## src/rtl/multicycle_control_pkg.sv

```systemverilog
// Shared encodings for the multi-cycle control unit.
// States, opcodes, datapath select codes, strobe bundle.
package multicycle_control_pkg;

  typedef enum logic [3:0] {
    S_FETCH    = 4'd0,
    S_DECODE   = 4'd1,
    S_EXEC_R   = 4'd2,
    S_EXEC_I   = 4'd3,
    S_WB_ALU   = 4'd4,
    S_MEM_ADDR = 4'd5,
    S_MEM_RD   = 4'd6,
    S_WB_MEM   = 4'd7,
    S_MEM_WR   = 4'd8,
    S_BRANCH   = 4'd9,
    S_JUMP     = 4'd10,
    S_HALT     = 4'd11,
    S_ERROR    = 4'd12
  } state_e;

  typedef enum logic [2:0] {
    C_R    = 3'd0,
    C_I    = 3'd1,
    C_LW   = 3'd2,
    C_SW   = 3'd3,
    C_BR   = 3'd4,
    C_JMP  = 3'd5,
    C_HALT = 3'd6,
    C_ILL  = 3'd7
  } op_class_e;

  localparam logic [3:0] OP_R    = 4'h0;
  localparam logic [3:0] OP_ADDI = 4'h1;
  localparam logic [3:0] OP_LW   = 4'h2;
  localparam logic [3:0] OP_SW   = 4'h3;
  localparam logic [3:0] OP_BEQ  = 4'h4;
  localparam logic [3:0] OP_BLT  = 4'h5;
  localparam logic [3:0] OP_BNE  = 4'h6;
  localparam logic [3:0] OP_BGE  = 4'h7;
  localparam logic [3:0] OP_JMP  = 4'h8;
  localparam logic [3:0] OP_HALT = 4'hF;

  localparam logic [1:0] ALU_ADD   = 2'b00;
  localparam logic [1:0] ALU_SUB   = 2'b01;
  localparam logic [1:0] ALU_FUNCT = 2'b10;

  localparam logic [1:0] SRCB_REG  = 2'b00;
  localparam logic [1:0] SRCB_ONE  = 2'b01;
  localparam logic [1:0] SRCB_IMM  = 2'b10;
  localparam logic [1:0] SRCB_BOFF = 2'b11;

  localparam logic [1:0] PCS_ALU = 2'b00;
  localparam logic [1:0] PCS_BR  = 2'b01;
  localparam logic [1:0] PCS_JMP = 2'b10;

  typedef struct packed {
    logic       pc_write;
    logic       pc_isbranch;
    logic [1:0] branch_type;
    logic [1:0] pc_source;
    logic       iord;
    logic       mem_read;
    logic       mem_write;
    logic       reg_write;
    logic       memtoreg;
    logic       alusrca;
    logic [1:0] alusrcb;
    logic [1:0] aluop;
    logic       halted;
    logic       error;
  } ctrl_t;

endpackage

```

## src/rtl/multicycle_control_if.sv

```systemverilog
// Control-to-datapath bundle: opcode and memory
// handshake in, PC control and datapath strobes out.
interface multicycle_control_if #(
  parameter int OPCODE_W = 4
);
  logic [OPCODE_W-1:0] input_opcode;
  logic                input_mem_ready;
  logic                output_PCWrite;
  logic                output_PC_isbranch;
  logic [1:0]          output_branchType;
  logic [1:0]          output_PCSource;
  logic                output_IorD;
  logic                output_MemRead;
  logic                output_MemWrite;
  logic                output_IRWrite;
  logic                output_RegWrite;
  logic                output_MemtoReg;
  logic                output_ALUSrcA;
  logic [1:0]          output_ALUSrcB;
  logic [1:0]          output_ALUOp;
  logic                output_halted;
  logic                output_error;

  modport master (
    input  input_opcode,
    input  input_mem_ready,
    output output_PCWrite,
    output output_PC_isbranch,
    output output_branchType,
    output output_PCSource,
    output output_IorD,
    output output_MemRead,
    output output_MemWrite,
    output output_IRWrite,
    output output_RegWrite,
    output output_MemtoReg,
    output output_ALUSrcA,
    output output_ALUSrcB,
    output output_ALUOp,
    output output_halted,
    output output_error
  );

  modport slave (
    output input_opcode,
    output input_mem_ready,
    input  output_PCWrite,
    input  output_PC_isbranch,
    input  output_branchType,
    input  output_PCSource,
    input  output_IorD,
    input  output_MemRead,
    input  output_MemWrite,
    input  output_IRWrite,
    input  output_RegWrite,
    input  output_MemtoReg,
    input  output_ALUSrcA,
    input  output_ALUSrcB,
    input  output_ALUOp,
    input  output_halted,
    input  output_error
  );
endinterface

```

## src/rtl/multicycle_control_ctrl_decode.sv

```systemverilog
// Opcode classifier: maps the IR opcode to the
// next-state class and the branch condition type.
module ctrl_decode
  import multicycle_control_pkg::*;
#(
  parameter int OPCODE_W = 4
) (
  input  logic [OPCODE_W-1:0] opcode_i,
  output op_class_e           class_o,
  output logic [1:0]          btype_o
);

  // Branch opcodes 4..7 carry their condition in the low bits
  assign btype_o = opcode_i[1:0];

  // One-hot compare against each legal opcode
  always_comb begin
    class_o = C_ILL;
    unique case (1'b1)
      (opcode_i == OPCODE_W'(OP_R)):    class_o = C_R;
      (opcode_i == OPCODE_W'(OP_ADDI)): class_o = C_I;
      (opcode_i == OPCODE_W'(OP_LW)):   class_o = C_LW;
      (opcode_i == OPCODE_W'(OP_SW)):   class_o = C_SW;
      (opcode_i == OPCODE_W'(OP_BEQ)) ||
      (opcode_i == OPCODE_W'(OP_BLT)) ||
      (opcode_i == OPCODE_W'(OP_BNE)) ||
      (opcode_i == OPCODE_W'(OP_BGE)):  class_o = C_BR;
      (opcode_i == OPCODE_W'(OP_JMP)):  class_o = C_JMP;
      (opcode_i == OPCODE_W'(OP_HALT)): class_o = C_HALT;
      default:                          class_o = C_ILL;
    endcase
  end

endmodule

```

## src/rtl/multicycle_control.sv

```systemverilog
// Multi-cycle main control FSM with memory ready
// handshake, bounded wait timeout and sticky halt/error.
module multicycle_control
  import multicycle_control_pkg::*;
#(
  parameter int OPCODE_W    = 4,
  parameter int MEM_TIMEOUT = 15
) (
  input logic CLK,
  input logic RST_N,
  multicycle_control_if.master bus
);

  localparam int CNT_W =
    (MEM_TIMEOUT < 2) ? 1 : $clog2(MEM_TIMEOUT + 1);
  localparam logic [CNT_W-1:0] CNT_LIM =
    CNT_W'((MEM_TIMEOUT == 0) ? 0 : MEM_TIMEOUT - 1);

  state_e           state_q, state_d;
  logic [CNT_W-1:0] cnt_q, cnt_d;
  ctrl_t            out_q, out_d;
  op_class_e        cls;
  logic [1:0]       btype;
  logic             mem_req;
  logic             mem_go;
  logic             mem_wait;
  logic             expired;
  logic             ifetch;

  ctrl_decode #(
    .OPCODE_W (OPCODE_W)
  ) u_dec (
    .opcode_i (bus.input_opcode),
    .class_o  (cls),
    .btype_o  (btype)
  );

  // A request is live only while its strobe is actually
  // on the bus, so ready in the reset-release cycle or in
  // non-memory states is ignored.
  assign mem_req  = out_q.mem_read | out_q.mem_write;
  assign mem_go   = mem_req & bus.input_mem_ready;
  assign mem_wait = mem_req & ~bus.input_mem_ready;
  assign expired  = mem_wait && (MEM_TIMEOUT != 0)
                    && (cnt_q == CNT_LIM);
  assign ifetch   = (state_q == S_FETCH) & mem_go;

  // State, wait counter and registered strobes
  always_ff @(posedge CLK or negedge RST_N) begin
    if (!RST_N) begin
      state_q <= S_FETCH;
      cnt_q   <= '0;
      out_q   <= '0;
    end else begin
      state_q <= state_d;
      cnt_q   <= cnt_d;
      out_q   <= out_d;
    end
  end

  // Next state; counter restarts on every state change
  always_comb begin
    state_d = state_q;
    unique case (state_q)
      S_FETCH: begin
        if (mem_go)       state_d = S_DECODE;
        else if (expired) state_d = S_ERROR;
      end
      S_DECODE: begin
        unique case (cls)
          C_R:     state_d = S_EXEC_R;
          C_I:     state_d = S_EXEC_I;
          C_LW:    state_d = S_MEM_ADDR;
          C_SW:    state_d = S_MEM_ADDR;
          C_BR:    state_d = S_BRANCH;
          C_JMP:   state_d = S_JUMP;
          C_HALT:  state_d = S_HALT;
          default: state_d = S_ERROR;
        endcase
      end
      S_EXEC_R:   state_d = S_WB_ALU;
      S_EXEC_I:   state_d = S_WB_ALU;
      S_WB_ALU:   state_d = S_FETCH;
      S_MEM_ADDR: begin
        state_d = (cls == C_SW) ? S_MEM_WR : S_MEM_RD;
      end
      S_MEM_RD: begin
        if (mem_go)       state_d = S_WB_MEM;
        else if (expired) state_d = S_ERROR;
      end
      S_WB_MEM:   state_d = S_FETCH;
      S_MEM_WR: begin
        if (mem_go)       state_d = S_FETCH;
        else if (expired) state_d = S_ERROR;
      end
      S_BRANCH:   state_d = S_FETCH;
      S_JUMP:     state_d = S_FETCH;
      S_HALT:     state_d = S_HALT;
      S_ERROR:    state_d = S_ERROR;
      default:    state_d = S_ERROR;
    endcase
    cnt_d = '0;
    if (state_d == state_q) begin
      cnt_d = cnt_q
        + CNT_W'(mem_wait && (MEM_TIMEOUT != 0));
    end
  end

  // Strobes for the state being entered, so they are
  // registered and line up with state_q next cycle
  always_comb begin
    out_d = '0;
    unique case (state_d)
      S_FETCH: begin
        out_d.mem_read  = 1'b1;
        out_d.alusrcb   = SRCB_ONE;
        out_d.aluop     = ALU_ADD;
        out_d.pc_source = PCS_ALU;
      end
      S_DECODE: begin
        out_d.alusrcb = SRCB_BOFF;
        out_d.aluop   = ALU_ADD;
      end
      S_EXEC_R: begin
        out_d.alusrca = 1'b1;
        out_d.alusrcb = SRCB_REG;
        out_d.aluop   = ALU_FUNCT;
      end
      S_EXEC_I, S_MEM_ADDR: begin
        out_d.alusrca = 1'b1;
        out_d.alusrcb = SRCB_IMM;
        out_d.aluop   = ALU_ADD;
      end
      S_WB_ALU: out_d.reg_write = 1'b1;
      S_MEM_RD: begin
        out_d.iord     = 1'b1;
        out_d.mem_read = 1'b1;
      end
      S_WB_MEM: begin
        out_d.reg_write = 1'b1;
        out_d.memtoreg  = 1'b1;
      end
      S_MEM_WR: begin
        out_d.iord      = 1'b1;
        out_d.mem_write = 1'b1;
      end
      S_BRANCH: begin
        out_d.alusrca     = 1'b1;
        out_d.alusrcb     = SRCB_REG;
        out_d.aluop       = ALU_SUB;
        out_d.pc_write    = 1'b1;
        out_d.pc_isbranch = 1'b1;
        out_d.pc_source   = PCS_BR;
        out_d.branch_type = btype;
      end
      S_JUMP: begin
        out_d.pc_write  = 1'b1;
        out_d.pc_source = PCS_JMP;
      end
      S_HALT:  out_d.halted = 1'b1;
      S_ERROR: out_d.error  = 1'b1;
      default: out_d = '0;
    endcase
  end

  // The fetch completes on the ready cycle itself, so the
  // IR/PC latch is the registered fetch request qualified
  // by ready; everything else comes straight off out_q.
  assign bus.output_PCWrite     = out_q.pc_write | ifetch;
  assign bus.output_IRWrite     = ifetch;
  assign bus.output_PC_isbranch = out_q.pc_isbranch;
  assign bus.output_branchType  = out_q.branch_type;
  assign bus.output_PCSource    = out_q.pc_source;
  assign bus.output_IorD        = out_q.iord;
  assign bus.output_MemRead     = out_q.mem_read;
  assign bus.output_MemWrite    = out_q.mem_write;
  assign bus.output_RegWrite    = out_q.reg_write;
  assign bus.output_MemtoReg    = out_q.memtoreg;
  assign bus.output_ALUSrcA     = out_q.alusrca;
  assign bus.output_ALUSrcB     = out_q.alusrcb;
  assign bus.output_ALUOp       = out_q.aluop;
  assign bus.output_halted      = out_q.halted;
  assign bus.output_error       = out_q.error;

endmodule
```

## src/flat_wrapper.sv

```systemverilog
// flat-port wrapper written by rule: the top's interface ports become plain ports
module multicycle_control_flat import multicycle_control_pkg::*;
#(
  parameter int OPCODE_W    = 4,
  parameter int MEM_TIMEOUT = 15
)
  (CLK, RST_N, bus_input_opcode, bus_input_mem_ready, bus_output_PCWrite, bus_output_PC_isbranch, bus_output_branchType, bus_output_PCSource, bus_output_IorD, bus_output_MemRead, bus_output_MemWrite, bus_output_IRWrite, bus_output_RegWrite, bus_output_MemtoReg, bus_output_ALUSrcA, bus_output_ALUSrcB, bus_output_ALUOp, bus_output_halted, bus_output_error);
  multicycle_control_if #(.OPCODE_W(OPCODE_W)) bus_i ();
  input logic CLK;
  input logic RST_N;
  input wire logic [$bits(bus_i.input_opcode)-1:0] bus_input_opcode;
  input wire logic [$bits(bus_i.input_mem_ready)-1:0] bus_input_mem_ready;
  output wire logic [$bits(bus_i.output_PCWrite)-1:0] bus_output_PCWrite;
  output wire logic [$bits(bus_i.output_PC_isbranch)-1:0] bus_output_PC_isbranch;
  output wire logic [$bits(bus_i.output_branchType)-1:0] bus_output_branchType;
  output wire logic [$bits(bus_i.output_PCSource)-1:0] bus_output_PCSource;
  output wire logic [$bits(bus_i.output_IorD)-1:0] bus_output_IorD;
  output wire logic [$bits(bus_i.output_MemRead)-1:0] bus_output_MemRead;
  output wire logic [$bits(bus_i.output_MemWrite)-1:0] bus_output_MemWrite;
  output wire logic [$bits(bus_i.output_IRWrite)-1:0] bus_output_IRWrite;
  output wire logic [$bits(bus_i.output_RegWrite)-1:0] bus_output_RegWrite;
  output wire logic [$bits(bus_i.output_MemtoReg)-1:0] bus_output_MemtoReg;
  output wire logic [$bits(bus_i.output_ALUSrcA)-1:0] bus_output_ALUSrcA;
  output wire logic [$bits(bus_i.output_ALUSrcB)-1:0] bus_output_ALUSrcB;
  output wire logic [$bits(bus_i.output_ALUOp)-1:0] bus_output_ALUOp;
  output wire logic [$bits(bus_i.output_halted)-1:0] bus_output_halted;
  output wire logic [$bits(bus_i.output_error)-1:0] bus_output_error;
  assign bus_i.input_opcode = bus_input_opcode;
  assign bus_i.input_mem_ready = bus_input_mem_ready;
  assign bus_output_PCWrite = bus_i.output_PCWrite;
  assign bus_output_PC_isbranch = bus_i.output_PC_isbranch;
  assign bus_output_branchType = bus_i.output_branchType;
  assign bus_output_PCSource = bus_i.output_PCSource;
  assign bus_output_IorD = bus_i.output_IorD;
  assign bus_output_MemRead = bus_i.output_MemRead;
  assign bus_output_MemWrite = bus_i.output_MemWrite;
  assign bus_output_IRWrite = bus_i.output_IRWrite;
  assign bus_output_RegWrite = bus_i.output_RegWrite;
  assign bus_output_MemtoReg = bus_i.output_MemtoReg;
  assign bus_output_ALUSrcA = bus_i.output_ALUSrcA;
  assign bus_output_ALUSrcB = bus_i.output_ALUSrcB;
  assign bus_output_ALUOp = bus_i.output_ALUOp;
  assign bus_output_halted = bus_i.output_halted;
  assign bus_output_error = bus_i.output_error;
  multicycle_control #(.OPCODE_W(OPCODE_W), .MEM_TIMEOUT(MEM_TIMEOUT)) u_core (.CLK(CLK), .RST_N(RST_N), .bus(bus_i));
endmodule
```

## config.mk

```make
export PLATFORM = sky130hd
export DESIGN_NAME = multicycle_control_flat
export DESIGN_NICKNAME = d
export VERILOG_FILES = /design/src/rtl/multicycle_control_pkg.sv /design/src/rtl/multicycle_control_if.sv /design/src/rtl/multicycle_control_ctrl_decode.sv /design/src/rtl/multicycle_control.sv /design/src/flat_wrapper.sv
export SDC_FILE = /design/constraint.sdc
export NUM_CORES = 1
export LEC_CHECK = 0
export BUFFER_PORTS_ARGS = -buffer_cell sky130_fd_sc_hd__buf_4
export CAP_MARGIN = 20
export CORE_ASPECT_RATIO = 1.1
export CORE_MARGIN = 5
export CORE_UTILIZATION = 62
export CTS_BUF_LIST = sky130_fd_sc_hd__clkbuf_8
export CTS_CLUSTER_SIZE = 25
export DETAILED_ROUTE_END_ITERATION = 10
export GPL_ROUTABILITY_DRIVEN = 0
export GPL_TIMING_DRIVEN = 1
export PLACE_DENSITY_LB_ADDON = 0.1
export SYNTH_ARGS = -nofsm -noshare
export SYNTH_HDL_FRONTEND = slang
export SYNTH_SLANG_ARGS = --single-unit
```

## constraint.sdc

```tcl
create_clock -name CLK -period 4.9 [get_ports CLK]
set_clock_uncertainty 0.1 [all_clocks]
set_input_delay 0.245 -clock CLK [delete_from_list [all_inputs] [get_ports CLK]]
set_output_delay 0.245 -clock CLK [all_outputs]
set_load 0.01 [all_outputs]
```

## After elaboration in Yosys (flattened, before gate mapping)

Index checks and enable logic that the tools add are counted.

- Register bits: 26
- Output and inout port bits: 19
- Word-level logic and storage cells: 101

- Add/sub/neg operators: 1
- Equal/unequal tests: 40
- Muxes and demuxes: 21
- Bitwise logic cells: 6
- Reductions and logical operators: 17

Operator list:

| cell | number |
|---|---|
| $eq 4x3->1 const B | 12 |
| $eq 4x4->1 const B | 12 |
| $pmux 4 s8 | 1 |
| $eq 4x2->1 const B | 6 |
| $mux 4 | 6 |
| $pmux 4 s6 | 1 |
| $pmux 3 s7 | 1 |
| $pmux 4 s5 | 1 |
| $reduce_or 2->1 | 7 |
| $eq 4x1->1 const B | 3 |
| $logic_not 4->1 | 3 |
| $eq 3x3->1 const B | 3 |
| $mux 1 | 9 |
| $reduce_or 4->1 | 2 |
| $eq 3x2->1 const B | 2 |
| $add 4x1->4 | 1 |
| $eq 4x4->1 | 1 |
| $pmux 2 s2 | 1 |
| $and 1x1->1 | 3 |
| $eq 3x1->1 const B | 1 |
| $logic_not 3->1 | 1 |
| $logic_or 1x1->1 | 3 |
| $mux 3 | 1 |
| $or 1x1->1 | 2 |
| 2 further kinds | 2 |

## Depth between registers and ports, before layout

Gate-level depths: netlist of run 1.

- Word-level depth: 12
- Mapped depth: 8

## Hierarchy

From an unflattened synthesis of run 1, not the netlist that was laid out.

- Cell total of the unflattened synthesis: 152
- Area total of the unflattened synthesis: 1,416.4 µm²

By module, submodules not included:

| module | instances | cells an instance | area each (µm²) | seq. area each (µm²) |
|---|---|---|---|---|
| multicycle_control | 1 | 143 | 1,365.1 | 625.6 |
| ctrl_decode | 1 | 9 | 51.3 | 0.0 |

## Worst setup path before layout of run 1

Ideal clock, no wire load.

- Kind: reg2reg
- Start: register u_core.out_q, in the netlist u_core.bus.output_MemWrite
- End: register u_core.cnt_q[0]
- Arrival time: 1.758 ns
- Required time: 4.681 ns
- Path slack: 2.923 ns
- Stages on the path, launching flop included: 8
- Period minus slack after synthesis: 1.977 ns
- Path through: dfrtp_1 > o21ai_2 > a311oi_1 > o32a_2 > buf_6 > o211ai_1 > a211oi_2 > and2_1

- Word-level cells in the longest chain between the ends: 8
- Elaborated cells between the ends (all ways): 12

Ends and longest elaborated chain:

| item | RTL line | source |
|---|---|---|
| from (decl) | multicycle_control.sv:21 | `ctrl_t out_q, out_d;` |
| from (signal assigned) | multicycle_control.sv:57 | `out_q <= out_d;` |
| $or 1x1->1 (*) | multicycle_control.sv:41 | `assign mem_req = out_q.mem_read \| out_q.mem_write;` |
| $and 1x1->1 | multicycle_control.sv:43 | `assign mem_wait = mem_req & ~bus.input_mem_ready;` |
| $logic_and 1x1->1 | multicycle_control.sv:45 | `&& (cnt_q == CNT_LIM);` |
| $mux 4 | multicycle_control.sv:67, multicycle_control.sv:89, multicycle_control.sv:94 |  |
| $mux 4 (on tied branches) | multicycle_control.sv:93, multicycle_control.sv:66, multicycle_control.sv:88 |  |
| $pmux 4 s8 | multicycle_control.sv:64 | `unique case (state_q)` |
| $eq 4x4->1 | multicycle_control.sv:103 | `if (state_d == state_q) begin` |
| $mux 4 (*) | multicycle_control.sv:103 |  |
| net u_core.cnt_d[0] | multicycle_control.sv:20 | `logic [CNT_W-1:0] cnt_q, cnt_d;` |
| to (signal assigned) | multicycle_control.sv:56 | `cnt_q <= cnt_d;` |
| to (decl) | multicycle_control.sv:20 |  |

Mark *: on every way through the listed nets, which the timed path passes. The rest lies on a longest branch.

## Worst setup path after layout of run 1

- Start: register u_core.state_q[2]
- End: register u_core.cnt_q[0]

- Word-level cells in the longest chain between the ends: 5
- Elaborated cells between the ends (all ways): 21

Ends and longest elaborated chain:

| item | RTL line | source |
|---|---|---|
| from (decl) | multicycle_control.sv:19 | `state_e state_q, state_d;` |
| from (signal assigned) | multicycle_control.sv:55 | `state_q <= state_d;` |
| $eq 4x3->1, or another cell as far along | multicycle_control.sv:64 |  |
| $reduce_or 4->1 (no source line), or another cell as far along | n/a |  |
| $pmux 4 s8 | multicycle_control.sv:64 |  |
| $eq 4x4->1 (*) | multicycle_control.sv:103 |  |
| $mux 4 (*) | multicycle_control.sv:103 |  |
| net u_core.cnt_d[0] | multicycle_control.sv:20 |  |

Marks and branches as above.

==> results.cfg, run 1 <==
[clocking]
clkLatencyLatePin_ps = 270
numCtsBuffers = 3
ctsResizeCount = 0
clock_sinks = 26
cts_tree = built
cts_buffer_depth = 2
h-tree-depth = 1
clk_pin_slew_worst_paths_ps = 90
root_buffer = clkbuf_8

[worst_setup_path]
worstPathRequired_ps = 5010
crit_type = reg -> reg
worst-path-max-fanout = 12
rrSetupSlack_ps = 2510
worst_path_largest_cell_delay_ps = 580
cp-start-kind = register
end_kind = register
arrival_ps = 2500
r2r_start = u_core.state_q[2]$_DFF_PN0_
timing.rr.end = u_core.cnt_q[0]$_DFF_PN0_
worstPathCellList = clkinv_1 > a311oi_1 > o32a_2 > o211ai_1 > a211oi_2 > and2_1
path_buf_inv = 1
reg2reg_depth = 6
crit_slowest_cell = dfrtp_1
crit_family = compound AO/OA/AOI/OAI gates

[sta]
drv_slew = 0
timing.final.crit_share_pct = 48.8
max-slew-margin-rel_pct = 65.9
finalCriticalPeriod_ps = 2390
setup_viol = 0
tns_ps = 0
rsz0062_at_grt = no
tightestPinTransition_ps = 512
hold_viol = 0
max_freq_mhz = 418

[run]
drv_cap = 0

[global_route]
track_usage_pct = 19.4
grt_overflow = 0
antenna_found_initial = 0
grt_pass1_wl_um = 5270
grt_start_max_net_pins = 27
grt_pass1_vias = 1158

[synth]
avgSynthCellArea_um2 = 10.5
ys_seq_elements = 26
yosysWarnings = 0
synth_ff_type = dfrtp_1
yosysSeqAreaShare_pct = 42.8
synth_edf_count = 0
syn-cell-area_um2 = 1520
synth_fp_nets = 154
synth_cell_type_count = 54
async_reset_ff_share_pct = 100
netlist_instances = 145

[routing]
remaining_drc_errors = 0
dr.first_iter.drc_count = 43
wl_per_cell_um = 16.1
dr.pass1.iters = 4
vias_per_cell = 5.98
routed_wl_um = 3060
vias = 1136
ant_nets = 0

[pwr]
leakage_nw = 0.836
total_power_uw = 962
ir_drop_mv = 0.385
p_per_area_nw_per_um2 = 564

[placed_design]
port_buffers = 25
place_hpwl_um = 2250

[die]
row_count = 18
die_y_um = 61.9
coreArea_um2 = 2300
die_w_um = 57.2
dieArea_um2 = 3540
initial_core_util_pct = 66.1
io_pins = 26

[cells_and_area]
nNetsFinal = 170
final_layout_size_suffix_gt1_share_pct = 28.7
mostFrequentLayoutCells = dfrtp_1 (26), buf_4 (25), nor2_1 (13), nor3_1 (8), and2_1 (8)
diodes = 0
layout_commonest_cell = dfrtp_1
utilization_pct = 74.3
syn2layout_area_growth_pct = 12.4

[worst_hold_path]
holdPathStages = 2
hold_path_end = u_core.bus.output_branchType[0]$_DFF_PN0_
hold_path_class = in -> reg
hold_start = bus_input_opcode[0]

[run_status]
status = finished, final reports clean
-- routing by layer --
metal	track usage (%)	wire (um)	up-vias
li1	-	-	540
met1	22.9	1230	544
met2	33.8	1580	41
met3	3.93	162	11
met4	10.6	99	0
met5	0	0	-
-- report_power, final --
part / switching, mW / internal, mW / leakage (nW)
Clock: 0.0654 / 0.109 / 0.0357
Sequential: 0.0537 / 0.263 / 0.351
Combinational: 0.270 / 0.201 / 0.448
Total: 0.389 / 0.573 / 0.836
-- final cells by class --
class	count	area [um^2]
well taps	30	37.5
clock inverters	1	30.0
flip-flops and latches	26	651
multi-input cells	97	719
fillers	180	591
repair buffers	26	198
clock buffers	3	41.3
inverters	7	30.0
-- Yosys cell counts (all sizes together), types with 3 or more instances --
cell / count / area share [%]
inv: 5 / 1.4
nor3: 9 / 3.3
buf: 14 / 7.3
nand2: 7 / 1.7
dfrtp: 26 / 43
nand3: 4 / 1.3
nor2: 13 / 3.2
nor4: 4 / 2.6
o21ai: 4 / 1.6
o31ai: 3 / 1.5
and2: 8 / 3.3
xnor2: 3 / 2.2
o211ai: 3 / 1.5
a21oi: 4 / 1.3
-- state kept, by name, summed over array words and instances, names as in the netlist --
name / count
u_core.bus.output_ALUOp: 2
u_core.bus.output_ALUSrcA: 1
u_core.bus.output_ALUSrcB: 2
u_core.bus.output_IorD: 1
u_core.bus.output_MemRead: 1
u_core.bus.output_MemWrite: 1
u_core.bus.output_MemtoReg: 1
u_core.bus.output_PCSource: 2
u_core.bus.output_PC_isbranch: 1
u_core.bus.output_RegWrite: 1
u_core.bus.output_branchType: 2
u_core.bus.output_error: 1
u_core.bus.output_halted: 1
u_core.cnt_q: 4
u_core.out_q: 1
u_core.state_q: 4
-- timing repair --
item | 4_1_cts | 5_1_grt
hold endpoints to repair | 26 | 0
hold buffers | 1 | 0
setup buffers | 0 | 0
-- worst register-to-register path, delay by kind of cell (launching register included) --
family	cells	cell delay, ps
DFF	1	580
AOI/OAI and AO/OA	4	1110
buffers and inverters	1	370
and+or+nand+nor	1	170
-- cells by family after synthesis --
logic type / count (synthesis) / synth area share (%)
and+or+nand+nor: 58 / 22.7
AOI/OAI and AO/OA: 31 / 18.8
DFF: 26 / 42.8
buffers and inverters: 22 / 9.80
xor gates and xnor gates: 5 / 3.38
adders and majority gates: 2 / 1.65
muxes: 1 / 0.906
-- metrics by stage --
stage / hold slack, ps / cell area (um^2) / instances / worst slack [ps]
after global routing: 151 / 1710 / 190 / 2320
after CTS: 145 / 1710 / 190 / 2560
after floorplan: -151 / 1520 / 145 / 2920
final: 153 / 1710 / 190 / 2510
after detailed placement: 70.3 / 1630 / 185 / 2600
after global placement: 59.3 / 1630 / 185 / 2720
-- worst max-delay path by stage --
| stage | slack (ps) | endpoint | from | depth (start not counted) |
|---|---|---|---|---|
| 6_report | 2510 | u_core.cnt_q[0]$_DFF_PN0_ | u_core.state_q[2]$_DFF_PN0_ | 6 |
| 5_1_grt | 2320 | u_core.cnt_q[0]$_DFF_PN0_ | u_core.state_q[2]$_DFF_PN0_ | 6 |
| 4_1_cts | 2560 | u_core.cnt_q[0]$_DFF_PN0_ | u_core.state_q[2]$_DFF_PN0_ | 6 |
| 3_5_place_dp | 2600 | u_core.cnt_q[0]$_DFF_PN0_ | u_core.state_q[2]$_DFF_PN0_ | 6 |
| 3_3_place_gp | 2720 | u_core.cnt_q[3]$_DFF_PN0_ | u_core.state_q[2]$_DFF_PN0_ | 6 |
| 2_1_floorplan | 2920 | u_core.cnt_q[0]$_DFF_PN0_ | u_core.bus.output_MemWrite$_DFF_PN0_ | 7 |
Power figures use the tool's default switching activity.
==> inputs of run 2 (changes only) <==
--- a/config.mk
+++ b/config.mk
@@ -9,7 +9,7 @@
 export CAP_MARGIN = 20
 export CORE_ASPECT_RATIO = 1.1
 export CORE_MARGIN = 5
-export CORE_UTILIZATION = 62
+export CORE_UTILIZATION = 52
 export CTS_BUF_LIST = sky130_fd_sc_hd__clkbuf_8
 export CTS_CLUSTER_SIZE = 25
 export DETAILED_ROUTE_END_ITERATION = 10
==> constraint.sdc (replaced) <==
create_clock -name CLK -period 1.95 [get_ports CLK]
set_clock_uncertainty 0.1 [all_clocks]
set_input_delay 0.0975 -clock CLK [delete_from_list [all_inputs] [get_ports CLK]]
set_output_delay 0.0975 -clock CLK [all_outputs]
set_load 0.01 [all_outputs]
==> results.cfg, run 2 (synthesis gave the netlist of run 1 again) <==
[run_status]
status = complete, but fails checks
violations = setup timing

[sta]
rsz0062_at_grt = yes
tightestPinTransition_ps = 442
holdWs_ps = 33.0
worst_slack_ps = -176
max-slew-margin-rel_pct = 70.2
max_freq_mhz = 470
setup_viol = 13
finalCriticalPeriod_ps = 2130
hold_viol = 0
drv_slew = 0
timing.final.crit_share_pct = 109

[cells_and_area]
largest_registers = u_core.cnt_q: 4 flops, u_core.state_q: 4 flops
fillers = 159
finalInstanceArea_um2 = 2160
mostFrequentLayoutCells = buf_4 (54), dfrtp_1 (25), nor2_1 (11), nand2_1 (7), buf_6 (6)
regArea_um2 = 652
layout_commonest_cell = buf_4
syn2layout_area_growth_pct = 42.0
nNetsFinal = 209
multi_input_area_um2 = 841
diodes = 0
utilization_pct = 77.7
layout.cells.non_filler = 232
final_layout_size_suffix_gt1_share_pct = 49.7

[pwr]
ir_drop_mv = 1.30
p_seq_share_pct = 23.7
p_per_area_nw_per_um2 = 1490
switching_share_pct = 39.7
pwr-share-clk_pct = 10.5
combPwrFrac_pct = 65.8
switchingPower_mw = 1.27
leakage_nw = 1.06
p_int_mw = 1.93

[die]
row_count = 20
coreArea_um2 = 2780
dieArea_um2 = 4100
io_pins = 26
die_y_um = 66.7
die_w_um = 61.5
initial_core_util_pct = 54.7

[global_route]
grt_start_max_net_pins = 27
grt_pass1_wl_um = 5540
grt_pass1_vias = 1189
grt_overflow = 0
antenna_found_initial = 0
track_usage_pct = 18.0

[worst_setup_path]
crit_cells = 7
path_buf_inv = 2
worst_path_largest_cell_delay_ps = 430
worstPathRequired_ps = 2050
cp-start-kind = register
crit_family = simple AND/OR/NAND/NOR gates
worst-path-max-fanout = 7
end_kind = register
crit_slowest_cell = dfrtp_1
arrival_ps = 2230
reg2reg_depth = 7
worstPathCellList = buf_6 > nor2_1 > a21oi_1 > o32a_4 > buf_12 > nor4_4 > and2_4
crit_type = reg -> reg

[clocking]
numCtsBuffers = 3
clk_pin_slew_worst_paths_ps = 80
clkLatencyLatePin_ps = 260
h-tree-depth = 1
clock_sinks = 26
root_buffer = clkbuf_8
cts_buffer_depth = 2
cts_tree = built

[routing]
vias = 1323
remaining_drc_errors = 0
dr.pass1.iters = 4
vias_per_cell = 5.70
routed_wl_um = 3890
ant_nets = 0
dr.first_iter.drc_count = 117
wl_per_cell_um = 16.8

[placed_design]
dp.cells = 207
place_area_um2 = 1800
place_hpwl_um = 2430
port_buffers = 25
post-place-ws_ps = -104

[worst_hold_path]
hold_path_class = in -> reg
holdPathStages = 2

[run]
drv_cap = 0
## run 2: per-layer routing
layer | wire [um] | vias up | track usage, % | share of wire [%]
li1 | - | 627 | - | -
met1 | 1520 | 649 | 22.3 | 39
met2 | 2190 | 45 | 30.2 | 56
met3 | 171 | 2 | 4.65 | 4.4
met4 | 11 | 0 | 5.04 | 0.28
met5 | 0 | - | 0 | 0
## run 2: final timing paths
kind                                        startpoint                                   endpoint  slack (ps)
max                        u_core.state_q[0]$_DFF_PN0_  u_core.bus.output_branchType[0]$_DFF_PN0_        -180
min                                bus_input_opcode[1]  u_core.bus.output_branchType[1]$_DFF_PN0_          30
max reg2reg                u_core.state_q[0]$_DFF_PN0_  u_core.bus.output_branchType[0]$_DFF_PN0_        -180
min reg2reg                  u_core.cnt_q[3]$_DFF_PN0_                  u_core.cnt_q[3]$_DFF_PN0_         520
max in group asynchronous                        RST_N                u_core.state_q[3]$_DFF_PN0_        1330
min in group asynchronous                        RST_N                  u_core.cnt_q[2]$_DFF_PN0_         160
## run 2: power groups by stage
stage          registers, mW  clock network (mW)  logic, mW
4_1_cts                0.749               0.345       1.62
2_1_floorplan          0.755                   0       1.01
3_3_place_gp           0.750                   0       1.50
6_report               0.759               0.336       2.11
3_5_place_dp           0.753                   0       1.53
5_1_grt                0.774               0.374       2.25
## run 2: repair_timing
action                                  in CTS  in global routing
gates cloned                                 0                  1
buffers inserted                             4                 15
resized for setup                            8                 23
endpoints found under the hold margin       26                  0
hold buffers                                 1                  0
endpoints found under the setup margin      13                 22
pin swaps                                    7                 17
## run 2: cell type report
| class | instances | area share, % |
|---|---|---|
| Multi-Input combinational cell | 98 | 39.0 |
| Sequential cell | 26 | 30.2 |
| Timing Repair Buffer | 64 | 24.9 |
| Clock buffer | 4 | 2.55 |
| Tap cell | 33 | 1.91 |
| Inverter | 7 | 1.39 |
## run 2: through the flow
step           setup TNS (ps)  total power, mW
6_report                 -836             3.21
5_1_grt                 -2330             3.40
4_1_cts                  -717             2.71
3_5_place_dp             -661             2.28
3_3_place_gp             -141             2.25
2_1_floorplan               0             1.76
